### config.mk
export PLATFORM = sky130hd
export DESIGN_NAME = uart_tx_arbiter_flat
export DESIGN_NICKNAME = d
export VERILOG_FILES = /design/src/rtl/uart_tx_arbiter_if.sv /design/src/rtl/uart_tx_arbiter.sv /design/src/flat_wrapper.sv
export SDC_FILE = /design/constraint.sdc
export NUM_CORES = 1
export LEC_CHECK = 0
export BUFFER_PORTS_ARGS = -buffer_cell sky130_fd_sc_hd__buf_2
export CAP_MARGIN = 5
export CORE_ASPECT_RATIO = 0.9
export CORE_UTILIZATION = 50
export DETAILED_ROUTE_END_ITERATION = 16
export PLACE_DENSITY = 0.95
export SLEW_MARGIN = 15
export SYNTH_ARGS = -nofsm -noshare
export SYNTH_HDL_FRONTEND = slang
export SYNTH_SLANG_ARGS = --single-unit
### constraint.sdc
create_clock -name i_clk -period 5.1 [get_ports i_clk]
set_input_delay 0.765 -clock i_clk [delete_from_list [all_inputs] [get_ports i_clk]]
set_output_delay 0.765 -clock i_clk [all_outputs]
set_load 0.02 [all_outputs]
### src/rtl/uart_tx_arbiter_if.sv
// Request/UART bundle shared by the byte-stream arbiter and its environment.
// master: requesters plus UART busy source; slave: the arbiter itself.
interface uart_tx_arbiter_if #(
    parameter int unsigned N = 4,
    parameter int unsigned W = 8
);
    logic [N-1:0]   i_req_valid;
    logic [N*W-1:0] i_req_data;
    logic [N-1:0]   i_req_last;
    logic [N-1:0]   o_req_ready;
    logic [W-1:0]   o_uart_data;
    logic           o_uart_we;
    logic           i_uart_busy;
    logic [N-1:0]   o_grant;
    logic           o_locked;

    modport master (
        output i_req_valid, i_req_data, i_req_last, i_uart_busy,
        input  o_req_ready, o_uart_data, o_uart_we, o_grant, o_locked
    );

    modport slave (
        input  i_req_valid, i_req_data, i_req_last, i_uart_busy,
        output o_req_ready, o_uart_data, o_uart_we, o_grant, o_locked
    );
endinterface

### src/rtl/uart_tx_arbiter.sv
// Round-robin, packet-locked arbiter sharing one UART transmitter core
// between N byte-stream requesters; one byte per UART frame.
module uart_tx_arbiter #(
    parameter int unsigned N = 4,
    parameter int unsigned W = 8
) (
    input  logic            i_clk,
    input  logic            i_rst,
    uart_tx_arbiter_if.slave bus
);
    localparam int unsigned IDX_W = $clog2(N);

    typedef enum logic [1:0] {IDLE, LOAD, WAIT_HI, WAIT_LO} state_t;

    state_t           r_state, w_state_nxt;
    logic [W-1:0]     r_data, w_data_nxt;
    logic [N-1:0]     r_grant, w_grant_nxt;
    logic             r_locked, w_locked_nxt;
    logic             r_pend_last, w_pend_last_nxt;
    logic [IDX_W-1:0] r_owner, w_owner_nxt;
    logic [IDX_W-1:0] r_ptr, w_ptr_nxt;

    logic             w_sel_found;
    logic [IDX_W-1:0] w_sel_idx;
    logic [IDX_W-1:0] w_cand;
    logic             w_xfer;

    // A held lock restricts eligibility to the owner; otherwise scan from ptr+1.
    always_comb begin
        w_sel_found = 1'b0;
        w_sel_idx   = '0;
        w_cand      = '0;
        if (r_locked) begin
            w_sel_found = bus.i_req_valid[r_owner];
            w_sel_idx   = r_owner;
        end else begin
            for (int unsigned i = 1; i <= N; i++) begin
                w_cand = IDX_W'((32'(r_ptr) + i) % N);
                if (!w_sel_found && bus.i_req_valid[w_cand]) begin
                    w_sel_found = 1'b1;
                    w_sel_idx   = w_cand;
                end
            end
        end
    end

    assign w_xfer = (r_state == IDLE) && !bus.i_uart_busy && w_sel_found;

    always_comb begin
        w_state_nxt     = r_state;
        w_data_nxt      = r_data;
        w_grant_nxt     = r_grant;
        w_locked_nxt    = r_locked;
        w_pend_last_nxt = r_pend_last;
        w_owner_nxt     = r_owner;
        w_ptr_nxt       = r_ptr;
        unique case (r_state)
            IDLE: begin
                if (w_xfer) begin
                    w_data_nxt      = bus.i_req_data[32'(w_sel_idx) * W +: W];
                    w_grant_nxt     = N'(1) << w_sel_idx;
                    w_owner_nxt     = w_sel_idx;
                    w_locked_nxt    = !bus.i_req_last[w_sel_idx];
                    w_pend_last_nxt = bus.i_req_last[w_sel_idx];
                    w_state_nxt     = LOAD;
                end
            end
            LOAD: begin
                w_state_nxt = WAIT_HI;
            end
            WAIT_HI: begin
                if (bus.i_uart_busy) begin
                    w_state_nxt = WAIT_LO;
                end
            end
            WAIT_LO: begin
                if (!bus.i_uart_busy) begin
                    w_state_nxt = IDLE;
                    // End of packet: release lock and rotate priority past the owner.
                    if (r_pend_last) begin
                        w_locked_nxt = 1'b0;
                        w_ptr_nxt    = r_owner;
                        w_grant_nxt  = '0;
                    end
                end
            end
            default: begin
                w_state_nxt = IDLE;
            end
        endcase
    end

    always_ff @(posedge i_clk or posedge i_rst) begin
        if (i_rst) begin
            r_state     <= IDLE;
            r_data      <= '0;
            r_grant     <= '0;
            r_locked    <= 1'b0;
            r_pend_last <= 1'b0;
            r_owner     <= '0;
            r_ptr       <= IDX_W'(N - 1);
        end else begin
            r_state     <= w_state_nxt;
            r_data      <= w_data_nxt;
            r_grant     <= w_grant_nxt;
            r_locked    <= w_locked_nxt;
            r_pend_last <= w_pend_last_nxt;
            r_owner     <= w_owner_nxt;
            r_ptr       <= w_ptr_nxt;
        end
    end

    assign bus.o_req_ready = w_xfer ? (N'(1) << w_sel_idx) : '0;
    assign bus.o_uart_we   = (r_state == LOAD);
    assign bus.o_uart_data = r_data;
    assign bus.o_grant     = r_grant;
    assign bus.o_locked    = r_locked;

endmodule

### src/flat_wrapper.sv
// flat-port wrapper written by rule: the top's interface ports become plain ports
module uart_tx_arbiter_flat 
#(
    parameter int unsigned N = 4,
    parameter int unsigned W = 8
)
  (i_clk, i_rst, bus_i_req_valid, bus_i_req_data, bus_i_req_last, bus_i_uart_busy, bus_o_req_ready, bus_o_uart_data, bus_o_uart_we, bus_o_grant, bus_o_locked);
  uart_tx_arbiter_if #(.N(N), .W(W)) bus_i ();
  input  logic i_clk;
  input  logic i_rst;
  input wire logic [$bits(bus_i.i_req_valid)-1:0] bus_i_req_valid;
  input wire logic [$bits(bus_i.i_req_data)-1:0] bus_i_req_data;
  input wire logic [$bits(bus_i.i_req_last)-1:0] bus_i_req_last;
  input wire logic [$bits(bus_i.i_uart_busy)-1:0] bus_i_uart_busy;
  output wire logic [$bits(bus_i.o_req_ready)-1:0] bus_o_req_ready;
  output wire logic [$bits(bus_i.o_uart_data)-1:0] bus_o_uart_data;
  output wire logic [$bits(bus_i.o_uart_we)-1:0] bus_o_uart_we;
  output wire logic [$bits(bus_i.o_grant)-1:0] bus_o_grant;
  output wire logic [$bits(bus_i.o_locked)-1:0] bus_o_locked;
  assign bus_i.i_req_valid = bus_i_req_valid;
  assign bus_i.i_req_data = bus_i_req_data;
  assign bus_i.i_req_last = bus_i_req_last;
  assign bus_i.i_uart_busy = bus_i_uart_busy;
  assign bus_o_req_ready = bus_i.o_req_ready;
  assign bus_o_uart_data = bus_i.o_uart_data;
  assign bus_o_uart_we = bus_i.o_uart_we;
  assign bus_o_grant = bus_i.o_grant;
  assign bus_o_locked = bus_i.o_locked;
  uart_tx_arbiter #(.N(N), .W(W)) u_core (.i_clk(i_clk), .i_rst(i_rst), .bus(bus_i));
endmodule
# Word level (Yosys, flattened, before mapping)
# Index checks and enable logic that the tools add are counted.
# Widths: inputs -> output; s select.
[totals] mem_bits_rw=0 regBits=20 wordCells=81 mem_count=0 latchBits=0 mem_bits_ro=0
[classes] mux=38 n_eq_ne=7 n_addsub=4 order_cmp=6 reduce_logical=16 div_mod_pow=0 n_shift=2 mul=0 n_bitwise=1
[op_table] op="$shiftx 32x6->8" n=1
[op_table] op="$lt 2x3->1 const B" n=6
[op_table] op="$mux 1" n=17
[op_table] op="$mux 2" n=8
[op_table] op="$mux 4" n=4
[op_table] op="$bmux 1 s2" n=6
[op_table] op="$pmux 2 s4" n=1
[op_table] op="$pmux 4 s2" n=1
[op_table] op="$reduce_and 3->1" n=2
[op_table] op="$logic_and 1x1->1" n=5
[op_table] op="$logic_not 1->1" n=5
[op_table] op="$add 2x1->2 const B" n=2
[op_table] op="$add 2x2->2 const B" n=2
[op_table] op="$eq 2x2->1 const B" n=2
[op_table] op="$ne 2x1->1 const B" n=2
[op_table] op="$ne 2x2->1 const B" n=2
[op_table] op="$reduce_and 4->1" n=1
[op_table] op="$shl 1x2->4 const A" n=1
[op_table] op="$eq 2x1->1 const B" n=1
[op_table] op="$logic_not 2->1" n=1
[op_table] op="$pmux 1 s2" n=1
[op_table] op="$reduce_and 2->1" n=1
[op_table] op="$reduce_bool 2->1" n=1
[op_table] op="$not 1->1" n=1

# Depth between registers and ports, before layout
# Gate-level depths: netlist (run 1).
[logic_depth] word_depth=22 depth_mapped=7 mapped_depth_nobuf=7

# Worst setup path before layout (run 1)
# OpenSTA, ideal clock, no wires.
[synth_timing] path_type="input to output" from="input bus_i_req_valid[3]" to="output bus_o_req_ready[1]" required_time_ns=4.335 arrival_ns=2.113 cell_stages=6 path_slack_ns=2.222 path_buffers=1 path_cell_list="mux4_2 nand2b_1 nand3_1 or2_2 clkbuf_1 nor2_1"
[synth_between] elab_chain_len=18 elab_cells_between_ends=32 cone_classes="shift: 1; mux: 24; reduce/logical: 7"
[synth_rtl] item="start: declaration" line_no="flat_wrapper.sv:11" rtl="input wire logic [$bits(bus_i.i_req_valid)-1:0] bus_i_req_valid;"
[synth_rtl] item="$bmux 1 s2" line_no="uart_tx_arbiter.sv:39" rtl="if (!w_sel_found && bus.i_req_valid[w_cand]) begin"
[synth_rtl] item="$mux 1 (implied by the code)" line_no="uart_tx_arbiter.sv:39"
[synth_rtl] item="$mux 1" line_no="uart_tx_arbiter.sv:39"
[synth_rtl] item="$mux 1" line_no="uart_tx_arbiter.sv:33" rtl="if (r_locked) begin"
[synth_rtl] item="$logic_not 1->1" line_no="uart_tx_arbiter.sv:39"
[synth_rtl] item="$logic_and 1x1->1" line_no="uart_tx_arbiter.sv:39"
[synth_rtl] item="$mux 1" line_no="uart_tx_arbiter.sv:39"
[synth_rtl] item="$mux 1" line_no="uart_tx_arbiter.sv:33"
[synth_rtl] item="[... 2 more ...]"
[synth_rtl] item="$mux 1" line_no="uart_tx_arbiter.sv:39"
[synth_rtl] item="$mux 1" line_no="uart_tx_arbiter.sv:33"
[synth_rtl] item="$logic_not 1->1" line_no="uart_tx_arbiter.sv:39"
[synth_rtl] item="$logic_and 1x1->1" line_no="uart_tx_arbiter.sv:39"
[synth_rtl] item="$mux 2 / $mux 1 (equally long branches)" line_no="uart_tx_arbiter.sv:39"
[synth_rtl] item="$mux 2 / $mux 1 (equally long branches)" line_no="uart_tx_arbiter.sv:33"
[synth_rtl] item="$shl 1x2->4 / $logic_and 1x1->1 (equally long branches)" line_no="uart_tx_arbiter.sv:113, uart_tx_arbiter.sv:47"
[synth_rtl] item="$mux 4 *" line_no="uart_tx_arbiter.sv:113" rtl="assign bus.o_req_ready = w_xfer ? (N'(1) << w_sel_idx) : '0;"
[synth_rtl] item="end: declaration" line_no="flat_wrapper.sv:15" rtl="output wire logic [$bits(bus_i.o_req_ready)-1:0] bus_o_req_ready;"
# Mark *: on every way between the ends. The rest lies on a longest branch, timed or not. The select of a mux whose other input is x is not followed.

# Final worst setup path (run 1)
[layout_timing] from="input bus_i_req_valid[1]" to="output bus_o_req_ready[0]"
# Same word-level chain as after synthesis.

==> flow_metrics.env, run 1 <==
export IMPL_nets=243
export IMPL_crit_path_end_kind="primary output"
export IMPL_rsz0062_at_grt="no"
export IMPL_cts_tree="built"
export IMPL_post_route_drc_count=0
export IMPL_antenna_left=0
export IMPL_yosys_warnings=0
export IMPL_syn_nets=183
export IMPL_hold_depth=2
export IMPL_crit_type="input port to primary output"
export IMPL_power_density_nw_per_um2=587
export IMPL_grt_util_met3_pct=2.58
export IMPL_ys_seq_elements=20
export IMPL_preCtsSetupSlack_ps=1650
export IMPL_place_inst=218
export IMPL_startpoint_type="input port"
export IMPL_critPathMaxFanout=16
export IMPL_vias=1263
export IMPL_cpMaxStageDelayCell="mux4_2"
export IMPL_fmax_mhz=289
export IMPL_clock_path_buffers=2
export IMPL_finalWorstSetupSlack_ps=1640
export IMPL_cts_htree_levels=1
export IMPL_seq_area_sq_um=503
export IMPL_rr_endpoint="u_core.bus.o_uart_data[5]"
export IMPL_cts_resized=0
export IMPL_synthCells=135
export IMPL_relSlewSlack_pct=52.4
export IMPL_worst_r2r_setup_slack_ps=2760
export IMPL_antenna_cells=0
export IMPL_grtUsageTotal_pct=23.1
export IMPL_hpwl_microns=2480
export IMPL_finish_utilization_pct=68.3
export IMPL_ys_types=37
export IMPL_synth_area_sq_um=1320
export IMPL_fin_cells=222
export IMPL_maxSlewViolCount=0
export IMPL_fin_crit_sh_pct=67.9
export IMPL_clkTransAtPathRegs_ps=120
export IMPL_final_cell_mix="buf_2, mux2i_1, nand2_1, dfrtp_1"
export IMPL_gp_congestion=0.846
export IMPL_clock_sinks=20
export IMPL_numCtsBuffers=3
export IMPL_fin_total_pwr_uw=990
export IMPL_crit_chain="buf_2 -> mux4_2 -> nand2b_1 -> nand3_1 -> nand2b_1 -> nor2_1 -> buf_2"
export IMPL_cp_arrival_ps=2700
export IMPL_cts_setup_buffers=0
export IMPL_clock_skew_ps=12.7
export IMPL_maxCapViolations=0
export IMPL_period_needed_ps=3460
export IMPL_hold_viol_final=0
export IMPL_grt_first_pass_wirelength_microns=5170
export IMPL_multiInputGateArea_sq_um=753
export IMPL_grt_overflow_total=0
export IMPL_core_region_area_sq_um=2470
export IMPL_dr_pass1_iters=4
export IMPL_required_ps=4340
export IMPL_clock_latency_ps=310
export IMPL_grt_max_degree=24
export IMPL_dr_first_iter_drc_count=79
export IMPL_holdPathEnd="u_core.bus.o_uart_data[2]"
export IMPL_tightest_slew_ps=714
export IMPL_p_leak_nw=0.905
export IMPL_dieWidth_microns=56.2
export IMPL_rows=17
export IMPL_wl_microns=3160
export IMPL_outcome="finished clean"
export IMPL_grt_pass1_vias=1105
export IMPL_r2r_start="u_core.r_owner[1]"
export IMPL_finalSetupViolCount=0
export IMPL_worstHoldStart="u_core.bus.o_uart_data[2]"
export IMPL_slowest_delay_ps=470
export IMPL_drive_above_1_share_pct=38.7
export IMPL_worst_r2r_path_depth=5
export IMPL_die_area_sq_um=2850
export IMPL_layout_commonest_cell="buf_2"
export IMPL_grt_use_met2_pct=39.5
export IMPL_antenna_found_initial=0
export IMPL_syn_area_per_cell_sq_um=9.79
export IMPL_start_util_pct=53.5
export IMPL_ioPinCount=61
export IMPL_fin_tns_setup_ps=0
export IMPL_clockRootBuffer="clkbuf_4"
export IMPL_die_height_microns=50.8
export IMPL_top_usage_layer="met2"
export IMPL_fillers=191
export IMPL_area_growth_pct=27.6
export IMPL_hp_class="register to register"
export IMPL_use_met1_pct=30.5
export IMPL_ys_seq_area_share_pct=38.1
export IMPL_postCtsHoldBufs=0
export IMPL_io_buffers=60
export IMPL_wl_per_cell_microns=14.2
export IMPL_peakVddDrop_v=0.000525
export IMPL_via_per_inst=5.69
[power by group]
part	internal, mW	switching (mW)	total (mW)	leakage [nW]
clock network	0.0795	0.0491	0.129	0.0279
logic	0.240	0.322	0.561	0.628
registers	0.237	0.0631	0.300	0.249
[kinds of logic after synthesis]
group                      Yosys count  synth area share (%)
muxes                               23                  18.7
adders and majority gates            5                  4.73
AOI/OAI and AO/OA                   29                  17.6
and+or+nand+nor                     43                  16.0
DFF                                 20                  38.1
buffers and inverters               15                  4.92
[Yosys cell counts]
| master | number | area, sq um |
|---|---|---|
| mux2_1 | 1 | 11.3 |
| ha_1 | 5 | 62.6 |
| nand3_1 | 2 | 10.0 |
| o21ai_1 | 1 | 5.00 |
| clkbuf_1 | 3 | 11.3 |
| mux2_2 | 2 | 22.5 |
| o22ai_1 | 2 | 12.5 |
| and3_1 | 1 | 6.26 |
| nand2b_1 | 2 | 12.5 |
| dfrtp_1 | 18 | 450 |
| a21o_1 | 1 | 7.51 |
| nand3b_1 | 1 | 7.51 |
| a211oi_1 | 1 | 7.51 |
| nand2_1 | 18 | 67.6 |
| nor4b_2 | 1 | 15.0 |
| buf_2 | 1 | 5.00 |
| inv_1 | 8 | 30.0 |
| a221o_1 | 1 | 10.0 |
| a22o_1 | 4 | 35.0 |
| buf_4 | 2 | 15.0 |
| or2_2 | 1 | 6.26 |
| dfstp_2 | 2 | 52.6 |
| o21ai_0 | 2 | 10.0 |
| or4_1 | 1 | 7.51 |
| nor2b_1 | 1 | 6.26 |
| and2_1 | 1 | 6.26 |
| a311oi_4 | 1 | 26.3 |
| inv_2 | 1 | 3.75 |
| a31oi_1 | 1 | 6.26 |
| nor2_1 | 10 | 37.5 |
| nor3_1 | 2 | 10.0 |
| nor4bb_1 | 1 | 10.0 |
| mux2i_1 | 19 | 190 |
| a21oi_1 | 5 | 25.0 |
| o221ai_1 | 10 | 87.6 |
| mux4_2 | 1 | 22.5 |
| or3b_2 | 1 | 8.76 |
[how the worst max path moves through the flow]
stage	start	end	slack (ps)
after floorplan	bus_i_req_valid[3]	bus_o_req_ready[1]	2220
after global placement	bus_i_req_valid[1]	bus_o_req_ready[0]	1750
after detailed placement	bus_i_req_valid[1]	bus_o_req_ready[0]	1650
after CTS	bus_i_req_valid[1]	bus_o_req_ready[0]	1630
after global routing	bus_i_req_valid[1]	bus_o_req_ready[0]	1500
final	bus_i_req_valid[1]	bus_o_req_ready[0]	1640
[metrics by stage]
step | instance area [sq um] | hold slack [ps]
floorplan | 1320 | 456
global placement | 1630 | 467
detailed placement | 1630 | 470
CTS | 1690 | 503
global route | 1690 | 534
finish | 1690 | 501
[registers in the layout, indices dropped and copies added, names as in the netlist]
name                    flops
u_core.bus.o_grant          4
u_core.bus.o_locked         1
u_core.bus.o_uart_data      8
u_core.r_owner              2
u_core.r_pend_last          1
u_core.r_ptr                2
u_core.r_state              2
[layout make-up]
| cell class | instances | area share, % |
|---|---|---|
| inverters | 9 | 2.00 |
| clock buffers | 3 | 1.34 |
| multi-input cells | 100 | 44.7 |
| clock inverters | 1 | 1.78 |
| well taps | 28 | 2.08 |
| flip-flops and latches | 20 | 29.8 |
| repair buffers | 61 | 18.3 |
[critical path, delay by kind of cell]
| kind | cells | cell delay, ps |
|---|---|---|
| mux | 1 | 470 |
| buf+inv | 2 | 320 |
| simple gates | 4 | 1130 |
[layer usage]
metal | wire length [microns] | vias to the layer above
li1 | - | 611
met1 | 1420 | 603
met2 | 1570 | 42
met3 | 117 | 7
met4 | 50 | 0
met5 | 0 | -
No activity file was read; power rests on OpenSTA's default activity.
==> run 2, diff against run 1 <==
Settings changed: CORE_UTILIZATION 50 to 42, PLACE_DENSITY 0.95 to 0.87.
Clock period 5.1 ns to 2.8 ns, I/O delays scaled along.
==> flow_metrics.env, run 2 (synthesized netlist as in run 1, its figures left out) <==
export IMPL_outcome="finished clean"
export IMPL_grt_overflow_total=0
export IMPL_ioPinCount=61
export IMPL_finalSetupViolCount=0
export IMPL_power_density_nw_per_um2=1040
export IMPL_drive_above_1_share_pct=40.4
export IMPL_wl_microns=3160
export IMPL_numCtsBuffers=3
export IMPL_hp_class="input port to async pin"
export IMPL_postCtsHoldBufs=0
export IMPL_clkTransAtPathRegs_ps=120
export IMPL_p_int_uw=983
export IMPL_period_needed_ps=2590
export IMPL_crit_type="register to primary output"
export IMPL_p_sw_uw=801
export IMPL_clock_skew_ps=7.50
export IMPL_r2r_start="u_core.r_ptr[0]"
export IMPL_dr_first_iter_drc_count=66
export IMPL_post_route_drc_count=0
export IMPL_die_area_sq_um=3370
export IMPL_maxCapViolations=0
export IMPL_largest_register_ffs=8
export IMPL_gp_congestion=0.818
export IMPL_io_buffers=60
export IMPL_p_leak_nw=0.918
export IMPL_antenna_cells=0
export IMPL_seqPwrFrac_pct=30.7
export IMPL_core_region_area_sq_um=2860
export IMPL_startpoint_type="register"
export IMPL_clockRootBuffer="clkbuf_4"
export IMPL_via_per_inst=5.28
export IMPL_combPwrFrac_pct=59.6
export IMPL_crit_path_end_kind="primary output"
export IMPL_dr_pass1_iters=4
export IMPL_place_inst=234
export IMPL_relSlewSlack_pct=48.9
export IMPL_grt_max_degree=21
export IMPL_rows=18
export IMPL_grt_pass1_vias=1183
export IMPL_cts_tree="built"
export IMPL_area_growth_pct=30.1
export IMPL_required_ps=2380
export IMPL_nets=247
export IMPL_fin_tns_setup_ps=0
export IMPL_vias=1256
export IMPL_p_clk_share_pct=9.7
export IMPL_cp_arrival_ps=2170
export IMPL_layout_commonest_cell="buf_2"
export IMPL_fin_crit_sh_pct=92.7
export IMPL_antenna_found_initial=0
export IMPL_hpwl_microns=2490
export IMPL_tightest_slew_ps=766
export IMPL_fillers=256
export IMPL_clock_latency_ps=310
export IMPL_wl_per_cell_microns=13.3
export IMPL_start_util_pct=46.2
export IMPL_antenna_left=0
export IMPL_critPathMaxFanout=12
export IMPL_cts_htree_levels=1
export IMPL_rsz0062_at_grt="no"
export IMPL_p_sw_share_pct=44.9
export IMPL_fin_cells=238
export IMPL_clock_sinks=20
export IMPL_clock_path_buffers=2
export IMPL_die_height_microns=55.2
export IMPL_peakVddDrop_v=0.000607
export IMPL_cp_startpoint="u_core.r_owner[1]"
export IMPL_maxSlewViolCount=0
export IMPL_grtUsageTotal_pct=20.3
export IMPL_grt_first_pass_wirelength_microns=5210
export IMPL_hold_viol_final=0
export IMPL_fmax_mhz=385
export IMPL_dieWidth_microns=61.1
export IMPL_final_cell_mix="buf_2, mux2i_1, nand2_1, dfrtp_1"
run 2: cell types whose count changed in the layout (fill, tap and decap cells not counted):
| cell | previous run | this run |
|---|---|---|
| clkbuf_8 | 0 | 1 |
| nand3_1 | 2 | 1 |
| bufinv_16 | 1 | 0 |
| buf_4 | 1 | 5 |
| nand3_2 | 0 | 1 |
run 2: final cells by class:
class | instances | area [sq um] | area share [%]
Timing Repair Buffer | 65 | 338 | 19.7
Inverter | 9 | 33.8 | 1.97
Multi-Input combinational cell | 100 | 758 | 44.1
Clock buffer | 4 | 36.3 | 2.11
Tap cell | 40 | 50.0 | 2.91
Sequential cell | 20 | 503 | 29.3
run 2: final timing paths:
path	endpoint	slack [ps]	depth (start not counted)
worst max-delay path	bus_o_req_ready[3]	210	6
worst min-delay path	u_core.bus.o_grant[1]	230	2
worst max register to register	u_core.r_pend_last	660	6
worst min register to register	u_core.bus.o_uart_data[7]	500	2
max in group asynchronous	u_core.r_pend_last	2090	2
min in group i_clk	u_core.bus.o_uart_data[5]	410	3
run 2: power by group through the flow:
stage / sequential, mW / clock, mW / combinational, mW
after floorplan: 0.614 / 0 / 0.709
after global placement: 0.544 / 0 / 1.04
after detailed placement: 0.549 / 0 / 1.06
after CTS: 0.545 / 0.176 / 1.07
after global routing: 0.564 / 0.189 / 1.16
final: 0.547 / 0.172 / 1.06
run 2: critical path, cell delays in order, from the launching register on:
cell	delay, ps
dfrtp_1	460
mux4_2	350
nand2b_1	140
nand3_2	180
or2_2	460
nor2_1	120
buf_2	170
run 2: layer usage:
| layer | wire length [microns] | GRT usage (%) | vias up |
|---|---|---|---|
| met5 | 0 | 0 | - |
| met4 | 28 | 5.19 | 0 |
| met3 | 130 | 4.92 | 2 |
| met2 | 1550 | 31.8 | 34 |
| met1 | 1450 | 27.7 | 596 |
| li1 | - | - | 624 |
run 2: repair_timing:
action | in CTS | in global routing
buffers inserted | 0 | 0
setup endpoints to repair | 0 | 2
gates resized for setup | 0 | 1
run 2: through the flow:
stage	hold slack [ps]	utilization [%]	instance area [sq um]	setup WS [ps]	power, mW
after floorplan	382	-	1320	538	1.32
after global placement	468	58.7	1680	414	1.58
after detailed placement	475	58.7	1680	370	1.61
after CTS	257	59.9	1710	111	1.79
after global routing	277	60.1	1720	35.0	1.92
final	227	60.1	1720	205	1.78
==> run 3, diff against run 2 <==
Settings changed: REMOVE_ABC_BUFFERS set to 1.
==> flow_metrics.env, run 3 (synthesized netlist as in run 1, its figures left out) <==
export IMPL_crit_chain="mux2i_1 -> o221ai_1 -> o22ai_1 -> nand2b_2 -> nor2_1 -> buf_2"
export IMPL_post_route_drc_count=0
export IMPL_crit_type="register to primary output"
export IMPL_maxCapViolations=0
export IMPL_power_density_nw_per_um2=1070
export IMPL_largest_register_ffs=8
export IMPL_cpMaxStageDelayCell="dfstp_2"
export IMPL_fin_hold_ws_ps=225
export IMPL_numCtsBuffers=3
export IMPL_antenna_cells=0
export IMPL_core_region_area_sq_um=2860
export IMPL_grt_max_degree=21
export IMPL_cp_buffers_inverters=1
export IMPL_cp_arrival_ps=2220
export IMPL_required_ps=2380
export IMPL_final_cell_mix="buf_2, mux2i_1, nand2_1, dfrtp_1"
export IMPL_vias=1278
export IMPL_dr_first_iter_drc_count=117
export IMPL_critPathMaxFanout=11
export IMPL_clock_latency_ps=300
export IMPL_clock_sinks=20
export IMPL_relSlewSlack_pct=50.9
export IMPL_postCtsHoldBufs=0
export IMPL_wl_per_cell_microns=13.1
export IMPL_antenna_found_initial=0
export IMPL_grt_pass1_vias=1194
export IMPL_layout_commonest_cell="buf_2"
export IMPL_start_util_pct=46.2
export IMPL_clock_path_buffers=2
export IMPL_dieWidth_microns=61.1
export IMPL_grt_first_pass_wirelength_microns=5040
export IMPL_peakVddDrop_v=0.000683
export IMPL_p_leak_nw=0.930
export IMPL_startpoint_type="register"
export IMPL_tightest_slew_ps=736
export IMPL_cts_tree="built"
export IMPL_grtUsageTotal_pct=19.8
export IMPL_rows=18
export IMPL_clock_skew_ps=5.32
export IMPL_path_delay_family="flip-flops"
export IMPL_nets=248
export IMPL_cp_startpoint="u_core.r_ptr[1]"
export IMPL_fmax_mhz=379
export IMPL_maxSlewViolCount=0
export IMPL_antenna_left=0
export IMPL_r2r_start="u_core.r_ptr[1]"
export IMPL_hpwl_microns=2320
export IMPL_wl_microns=3140
export IMPL_outcome="finished clean"
export IMPL_area_growth_pct=31.9
export IMPL_period_needed_ps=2640
export IMPL_hold_viol_final=0
export IMPL_rsz0062_at_grt="no"
export IMPL_dr_pass1_iters=4
export IMPL_crit_path_end_kind="primary output"
export IMPL_finalSetupViolCount=0
export IMPL_clockRootBuffer="clkbuf_4"
export IMPL_fin_tns_setup_ps=0
export IMPL_io_buffers=60
export IMPL_fin_crit_sh_pct=94.2
export IMPL_grt_overflow_total=0
export IMPL_drive_above_1_share_pct=40.7
export IMPL_gp_congestion=0.831
export IMPL_via_per_inst=5.35
export IMPL_ioPinCount=61
export IMPL_slowest_delay_ps=640
export IMPL_clkTransAtPathRegs_ps=110
export IMPL_hp_class="input port to async pin"
export IMPL_cts_htree_levels=1
export IMPL_die_height_microns=55.2
export IMPL_die_area_sq_um=3370
==> run 3: worst register-to-register path: stages (launching register included) <==
cell	delay, ps
dfstp_2	430
or4_1	520
a21oi_1	230
a311oi_4	90
buf_4	190
buf_4	160
mux2i_1	160
and3_1	200
a221o_1	260
==> run 3: area by class of cell <==
type | instances | area (sq um)
fillers | 244 | 1120
multi-input cells | 100 | 758
flip-flops and latches | 20 | 503
repair buffers | 66 | 345
well taps | 40 | 50.0
inverters | 9 | 33.8
clock inverters | 1 | 30.0
clock buffers | 3 | 22.5
==> run 3: per-layer routing <==
layer	vias up	wire, microns	GRT usage [%]
met3	10	195	3.75
li1	625	-	-
met2	57	1440	30.9
met1	586	1400	26.2
met4	0	96	9.09
met5	-	0	0
==> run 3: stage by stage <==
step | worst slack (ps) | power (mW) | utilization [%] | instances | instance area (sq um)
after floorplan | 137 | 1.29 | - | 129 | 1290
after global placement | 165 | 1.56 | 58.1 | 232 | 1660
after detailed placement | 101 | 1.58 | 58.1 | 232 | 1660
after CTS | 103 | 1.86 | 60.8 | 239 | 1740
after global routing | 35.6 | 2.00 | 60.9 | 239 | 1740
final | 162 | 1.87 | 60.9 | 239 | 1740
==> run 3: worst paths after layout <==
| kind | slack (ps) | depth (start not counted) | to |
|---|---|---|---|
| setup / recovery | 160 | 6 | bus_o_req_ready[2] |
| min in group i_clk | 420 | 3 | u_core.bus.o_uart_data[5] |
| hold reg to reg | 500 | 2 | u_core.bus.o_uart_data[5] |
| max in group asynchronous | 2110 | 2 | u_core.r_pend_last |
| setup reg to reg | 450 | 8 | u_core.bus.o_locked |
| hold / removal | 230 | 2 | u_core.bus.o_uart_data[0] |
==> run 3: repair_timing <==
item | in CTS | in global routing
setup endpoints to repair | 3 | 4
buffers inserted | 3 | 0
gates resized for setup | 0 | 2
pin swaps | 1 | 0
==> run 3: power by group <==
group | internal [mW] | switching [mW]
sequential | 0.431 | 0.114
combinational | 0.489 | 0.606
clock | 0.145 | 0.0877
total | 1.07 | 0.808
